## config.mk

```make
export PLATFORM = sky130hd
export DESIGN_NAME = rca_serial_nb_flat
export DESIGN_NICKNAME = d
export VERILOG_FILES = /design/src/rtl/rca_pkg.sv /design/src/rtl/rca_serial_nb_if.sv /design/src/rtl/rca_slice.sv /design/src/rtl/rca_serial_nb.sv /design/src/flat_wrapper.sv
export SDC_FILE = /design/constraint.sdc
export NUM_CORES = 1
export LEC_CHECK = 0
export ABC_AREA = 1
export BUFFER_PORTS_ARGS = -buffer_cell sky130_fd_sc_hd__buf_2
export CAP_MARGIN = 20
export CORE_ASPECT_RATIO = 0.8
export CORE_MARGIN = 2
export CORE_UTILIZATION = 55
export CTS_CLUSTER_SIZE = 16
export DETAILED_ROUTE_END_ITERATION = 10
export PLACE_DENSITY = 0.81
export SYNTH_ARGS = -nofsm -noshare
export SYNTH_HDL_FRONTEND = slang
export SYNTH_SLANG_ARGS = --single-unit
```

## constraint.sdc

```tcl
create_clock -name clk -period 5 [get_ports clk]
set_input_delay 0.5 -clock clk [delete_from_list [all_inputs] [get_ports clk]]
set_output_delay 0.5 -clock clk [all_outputs]
set_load 0.03 [all_outputs]
```

## src/rtl/rca_pkg.sv

```systemverilog
// Shared types and sizing helpers for the slice-serial ripple-carry adder.
package rca_pkg;

  typedef enum logic {
    IDLE = 1'b0,
    RUN  = 1'b1
  } state_t;

  function automatic int nslices(input int n, input int slice);
    return n / slice;
  endfunction

  // Index counter needs at least one bit even when a single slice covers the word.
  function automatic int idx_width(input int nsl);
    return (nsl > 1) ? $clog2(nsl) : 1;
  endfunction

endpackage

```

## src/rtl/rca_serial_nb_if.sv

```systemverilog
// Request/response bundle for rca_serial_nb; the sub line exists only when SUB_EN is defined.
interface rca_serial_nb_if #(
  parameter int N = 16
);

  // start is taken on a rising clk edge only while busy is low; operands travel with it.
  // busy covers the whole operation, and done pulses for one cycle once sum/co/ovf are valid.
  logic         start;
  logic [N-1:0] a;
  logic [N-1:0] b;
  logic         cin;
`ifdef SUB_EN
  logic         sub;
`endif
  logic         busy;
  logic         done;
  logic [N-1:0] sum;
  logic         co;
  logic         ovf;

`ifdef SUB_EN
  modport master (output start, a, b, cin, sub, input busy, done, sum, co, ovf);
  modport slave  (input start, a, b, cin, sub, output busy, done, sum, co, ovf);
`else
  modport master (output start, a, b, cin, input busy, done, sum, co, ovf);
  modport slave  (input start, a, b, cin, output busy, done, sum, co, ovf);
`endif

endinterface

```

## src/rtl/rca_slice.sv

```systemverilog
// Combinational SLICE-bit ripple-carry adder: {co, sum} = a + b + cin.
module rca_slice #(
  parameter int SLICE = 4
) (
  input  logic [SLICE-1:0] a,
  input  logic [SLICE-1:0] b,
  input  logic             cin,
  output logic [SLICE-1:0] sum,
  output logic             co
);

  logic [SLICE:0] c;

  assign c[0] = cin;

  for (genvar i = 0; i < SLICE; i++) begin : g_bit
    assign sum[i]   = a[i] ^ b[i] ^ c[i];
    assign c[i + 1] = (a[i] & b[i]) | (c[i] & (a[i] ^ b[i]));
  end

  assign co = c[SLICE];

endmodule

```

## src/rtl/rca_serial_nb.sv

```systemverilog
// Multi-cycle N-bit adder processing SLICE bits per clock through one shared rca_slice.
// Optional subtract mode is enabled by defining SUB_EN.
module rca_serial_nb
  import rca_pkg::*;
#(
  parameter int N     = 16,
  parameter int SLICE = 4
) (
  input  logic            clk,
  input  logic            reset,
  rca_serial_nb_if.slave  bus,
  output state_t          fsm_state
);

  localparam int             NSL      = nslices(N, SLICE);
  localparam int             IW       = idx_width(NSL);
  localparam logic [IW-1:0]  LAST_IDX = IW'(NSL - 1);

  if ((N % SLICE) != 0 || NSL < 1) begin : g_bad_cfg
    $error("rca_serial_nb: N must be a non-zero multiple of SLICE");
  end

  state_t          state_q, state_d;
  logic [IW-1:0]   idx_q;
  logic [N-1:0]    a_q, b_q, sum_q;
  logic            carry_q, co_q, ovf_q, done_q;

  logic [N-1:0]    b_eff;
  logic            c0;
  logic            accept, last;
  logic [SLICE-1:0] sl_a, sl_b, sl_sum;
  logic            sl_co;

`ifdef SUB_EN
  // Subtraction is A + ~B + 1, so a carry out of 1 means no borrow.
  assign b_eff = bus.sub ? ~bus.b : bus.b;
  assign c0    = bus.sub ? 1'b1   : bus.cin;
`else
  assign b_eff = bus.b;
  assign c0    = bus.cin;
`endif

  always_ff @(posedge clk or posedge reset) begin
    if (reset) state_q <= IDLE;
    else       state_q <= state_d;
  end

  always_comb begin
    state_d = state_q;
    accept  = 1'b0;
    last    = 1'b0;
    case (state_q)
      IDLE: begin
        if (bus.start) begin
          accept  = 1'b1;
          state_d = RUN;
        end
      end
      RUN: begin
        if (idx_q == LAST_IDX) begin
          last    = 1'b1;
          state_d = IDLE;
        end
      end
      default: state_d = IDLE;
    endcase
  end

  always_comb begin
    sl_a = a_q[idx_q * SLICE +: SLICE];
    sl_b = b_q[idx_q * SLICE +: SLICE];
  end

  rca_slice #(.SLICE(SLICE)) u_slice (
    .a   (sl_a),
    .b   (sl_b),
    .cin (carry_q),
    .sum (sl_sum),
    .co  (sl_co)
  );

  // Upper sum slices keep the previous result until this op reaches them.
  always_ff @(posedge clk or posedge reset) begin
    if (reset) begin
      idx_q   <= '0;
      a_q     <= '0;
      b_q     <= '0;
      sum_q   <= '0;
      carry_q <= 1'b0;
      co_q    <= 1'b0;
      ovf_q   <= 1'b0;
      done_q  <= 1'b0;
    end else begin
      done_q <= last;
      if (accept) begin
        a_q     <= bus.a;
        b_q     <= b_eff;
        carry_q <= c0;
        idx_q   <= '0;
      end else if (state_q == RUN) begin
        sum_q[idx_q * SLICE +: SLICE] <= sl_sum;
        carry_q <= sl_co;
        if (last) begin
          idx_q <= '0;
          co_q  <= sl_co;
          // The top slice is in flight, so its MSB is the result sign bit.
          ovf_q <= (a_q[N-1] == b_q[N-1]) && (sl_sum[SLICE-1] != a_q[N-1]);
        end else begin
          idx_q <= idx_q + 1'b1;
        end
      end
    end
  end

  assign bus.busy  = (state_q == RUN);
  assign bus.done  = done_q;
  assign bus.sum   = sum_q;
  assign bus.co    = co_q;
  assign bus.ovf   = ovf_q;
  assign fsm_state = state_q;

endmodule

```

## src/flat_wrapper.sv

```systemverilog
// flat-port wrapper written by rule: the top's interface ports become plain ports
module rca_serial_nb_flat import rca_pkg::*;
#(
  parameter int N     = 16,
  parameter int SLICE = 4
)
  (clk, reset, fsm_state, bus_start, bus_a, bus_b, bus_cin, bus_busy, bus_done, bus_sum, bus_co, bus_ovf);
  rca_serial_nb_if #(.N(N)) bus_i ();
  input  logic clk;
  input  logic reset;
  output state_t fsm_state;
  input wire logic [$bits(bus_i.start)-1:0] bus_start;
  input wire logic [$bits(bus_i.a)-1:0] bus_a;
  input wire logic [$bits(bus_i.b)-1:0] bus_b;
  input wire logic [$bits(bus_i.cin)-1:0] bus_cin;
  output wire logic [$bits(bus_i.busy)-1:0] bus_busy;
  output wire logic [$bits(bus_i.done)-1:0] bus_done;
  output wire logic [$bits(bus_i.sum)-1:0] bus_sum;
  output wire logic [$bits(bus_i.co)-1:0] bus_co;
  output wire logic [$bits(bus_i.ovf)-1:0] bus_ovf;
  assign bus_i.start = bus_start;
  assign bus_i.a = bus_a;
  assign bus_i.b = bus_b;
  assign bus_i.cin = bus_cin;
  assign bus_busy = bus_i.busy;
  assign bus_done = bus_i.done;
  assign bus_sum = bus_i.sum;
  assign bus_co = bus_i.co;
  assign bus_ovf = bus_i.ovf;
  rca_serial_nb #(.N(N), .SLICE(SLICE)) u_core (.clk(clk), .reset(reset), .bus(bus_i), .fsm_state(fsm_state));
endmodule
```

==> impl_metrics.csv <==
group,metric,value,unit
yosys,yosys_warnings,0,
yosys,syn_inst,318,
timing,fin_worst_skew,0.002799,ns
placement,gp_congestion,0.8248,
route,firstDrtPassIters,4,
finish,fillers,388,
clocking,cts-htree-levels,2,
finish,final_common_cell,"nand2_1",
placement,dp.cells,421,
worst_setup_path,cp-start-kind,"flip-flop",
finish,layout.nets,414,
worst_setup_path,cpMaxStageDelayCell,"dfrtp_1",
yosys,yosysSeqAreaShare,52.38,%
grt,grt_use_met3,4.372,%
grt,top_usage_layer,"met1",
grt,grt_use_met1,34.06,%
route,wirelength,5203,um
clocking,cts_setup_buffers,0,
timing,period_share,66.71,%
route,wl_per_cell,12.13,um
power,report.power.total,0.002114,W
placement,portBuffers,56,
floorplanning,initial_core_util,57.16,%
timing,maxSlewHeadroom,35.52,%
timing,hold_violations,0,
finish,final_area,3002,sq um
yosys,syn_area_per_cell,8.263,sq um
floorplanning,die_h,65.82,um
timing,period_minus_slack,3.335,ns
clocking,clk_path_buf_depth,2,
yosys,synth_cell_types,19,
job,drv_cap,0,
yosys,syn_nets,363,
placement,dpl_cell_area,2879,sq um
timing,rsz0062_at_grt,"no",
floorplanning,die_w,81.28,um
worst_setup_path,cp.arrival,3.56,ns
route,vias_per_cell,4.979,
hold_path,holdCritPathClass,"primary input to asynchronous set/reset pin",
grt,grt_max_degree,56,
timing,setup_tns,0,ns
clocking,cts.clk_slew.worst_paths,0.09,ns
finish,drive_gt1_share,18.70,%
yosys,ys_seq_elements,55,
worst_setup_path,endpoint_kind,"flip-flop",
worst_setup_path,critPathTopFamily,"flip-flops",
clocking,root_buffer,"clkbuf_8",
yosys,synth_area,2628,sq um
clocking,postCtsHoldBufs,0,
clocking,cts_sinks,55,
power,power_leakage,1.679,nW
grt,grt_pass1_wl,8845,um
finish,multiInputGateArea,1057,sq um
route,ant_nets,0,
timing,maxSlewViolCount,0,
timing,finalSetupViolations,0,
power,pwr_density_cell,704.4,nW/um^2
worst_setup_path,required,5.22,ns
grt,met2_usage,31.15,%
route,drc,0,
clocking,cts_buffers,5,
finish,fin_cells,429,
finish,final_cell_mix,"nand2_1, buf_2, dfrtp_1",
worst_setup_path,cpMostUsedCell,"fa_1",
floorplanning,io_pins,57,
timing,fmax,0.2998,GHz
finish,area_growth,14.24,%
grt,grt_usage,21.60,%
grt,overflow,0,
worst_setup_path,worst_path_largest_cell_delay,0.99,ns
finish,n_antenna_cell,0,
floorplanning,core-area,4597,sq um
placement,place_hpwl,3774,um
finish,seqCellArea,1376,sq um
power,irDropWorstVdd,0.3682,mV
grt,antenna_found_initial,0,
clocking,cts_resized,0,
floorplanning,die_area,5350,sq um
route,dr.first_iter.drc_count,175,
route,vias,2136,
timing,hold_ws,0.2483,ns
timing,worst_pin_slew,0.9672,ns
worst_setup_path,crit_type,"flip-flop to flip-flop",
floorplanning,num_rows,22,
worst_setup_path,ff2ff_setup_slack,1.66,ns
worst_setup_path,path_cells,"clkinv_1, nand2_1, nand3_1, nand2_1, fa_1, fa_1, inv_1, fa_1, nand3_1, o21ai_0",
worst_setup_path,crit_fanout,35,
grt,grt_pass1_vias,1917,
clocking,clkLatencyLatePin,0.29,ns
status,status,"finished, final reports clean",
worst_setup_path,cp_num_buf_inv,2,
clocking,cts_tree,"done",
[synthesized netlist by cell type]
master	count	area share, %
nand2_4	1	0.43
o21ai_0	20	3.8
clkinv_1	2	0.29
buf_6	3	1.3
dfrtp_1	55	52
fa_1	4	3.0
nor2_1	7	1.0
nand2_2	1	0.24
ha_1	5	2.4
nand4_1	4	0.95
o211ai_1	4	1.1
inv_1	20	2.9
nand3_1	15	2.9
buf_2	2	0.38
nand2_1	160	23
nor2_8	1	0.76
buf_4	8	2.3
inv_2	2	0.29
o21ai_1	4	0.76
[kinds of logic (layout without fill, tap and decap cells)]
| family | after synthesis | in the layout | synth area share [%] |
|---|---|---|---|
| buf+inv | 37 | 88 | 7.381 |
| simple gates | 189 | 189 | 29.10 |
| compound gates | 28 | 28 | 5.715 |
| flops | 55 | 55 | 52.38 |
| fa+ha+maj | 9 | 9 | 5.429 |
[power breakdown]
group          switching [W]  total, W  internal [W]
sequential          0.000166  0.000797      0.000631
clock               0.000129  0.000276      0.000147
combinational       0.000686   0.00104      0.000356
total               0.000980   0.00211       0.00113
[path summary, 6_finish.rpt]
kind,end,cells after the start,startpoint
min reg2reg,u_core.bus.sum[3],2,u_core.bus.sum[3]
max in group asynchronous,u_core.bus.sum[1],3,reset
max reg2reg,u_core.bus.sum[7],10,u_core.idx_q[0]
min in group clk,u_core.b_q[6],3,bus_b[6]
max,u_core.bus.sum[7],10,u_core.idx_q[0]
min,u_core.b_q[12],2,reset
[layer usage]
metal	routed length, um	up-vias	share of wire, %
met4	27	0	0.52
met5	0	-	0
met1	2635	977	51
met2	2239	68	43
li1	-	1087	-
met3	299	4	5.7
[cell type report]
cell class | count | share of cell area [%]
Clock buffer | 6 | 2.418
Clock inverter | 1 | 1.000
Sequential cell | 55 | 45.85
Timing Repair Buffer | 57 | 10.00
Inverter | 24 | 3.001
Tap cell | 60 | 2.501
Multi-Input combinational cell | 226 | 35.22
[sequential cells by signal (all words and copies together), names as in the netlist, 2 cells and up]
signal / cells
u_core.a_q: 16
u_core.idx_q: 2
u_core.bus.sum: 16
u_core.b_q: 16
[stage by stage]
stage | utilization, % | setup slack (ns)
floorplan | - | 2.270
global placement | 62.63 | 1.886
detailed placement | 62.63 | 1.704
CTS | 64.86 | 1.703
global route | 65.30 | 1.334
finish | 65.30 | 1.665
(Power assumes the default switching activity.)
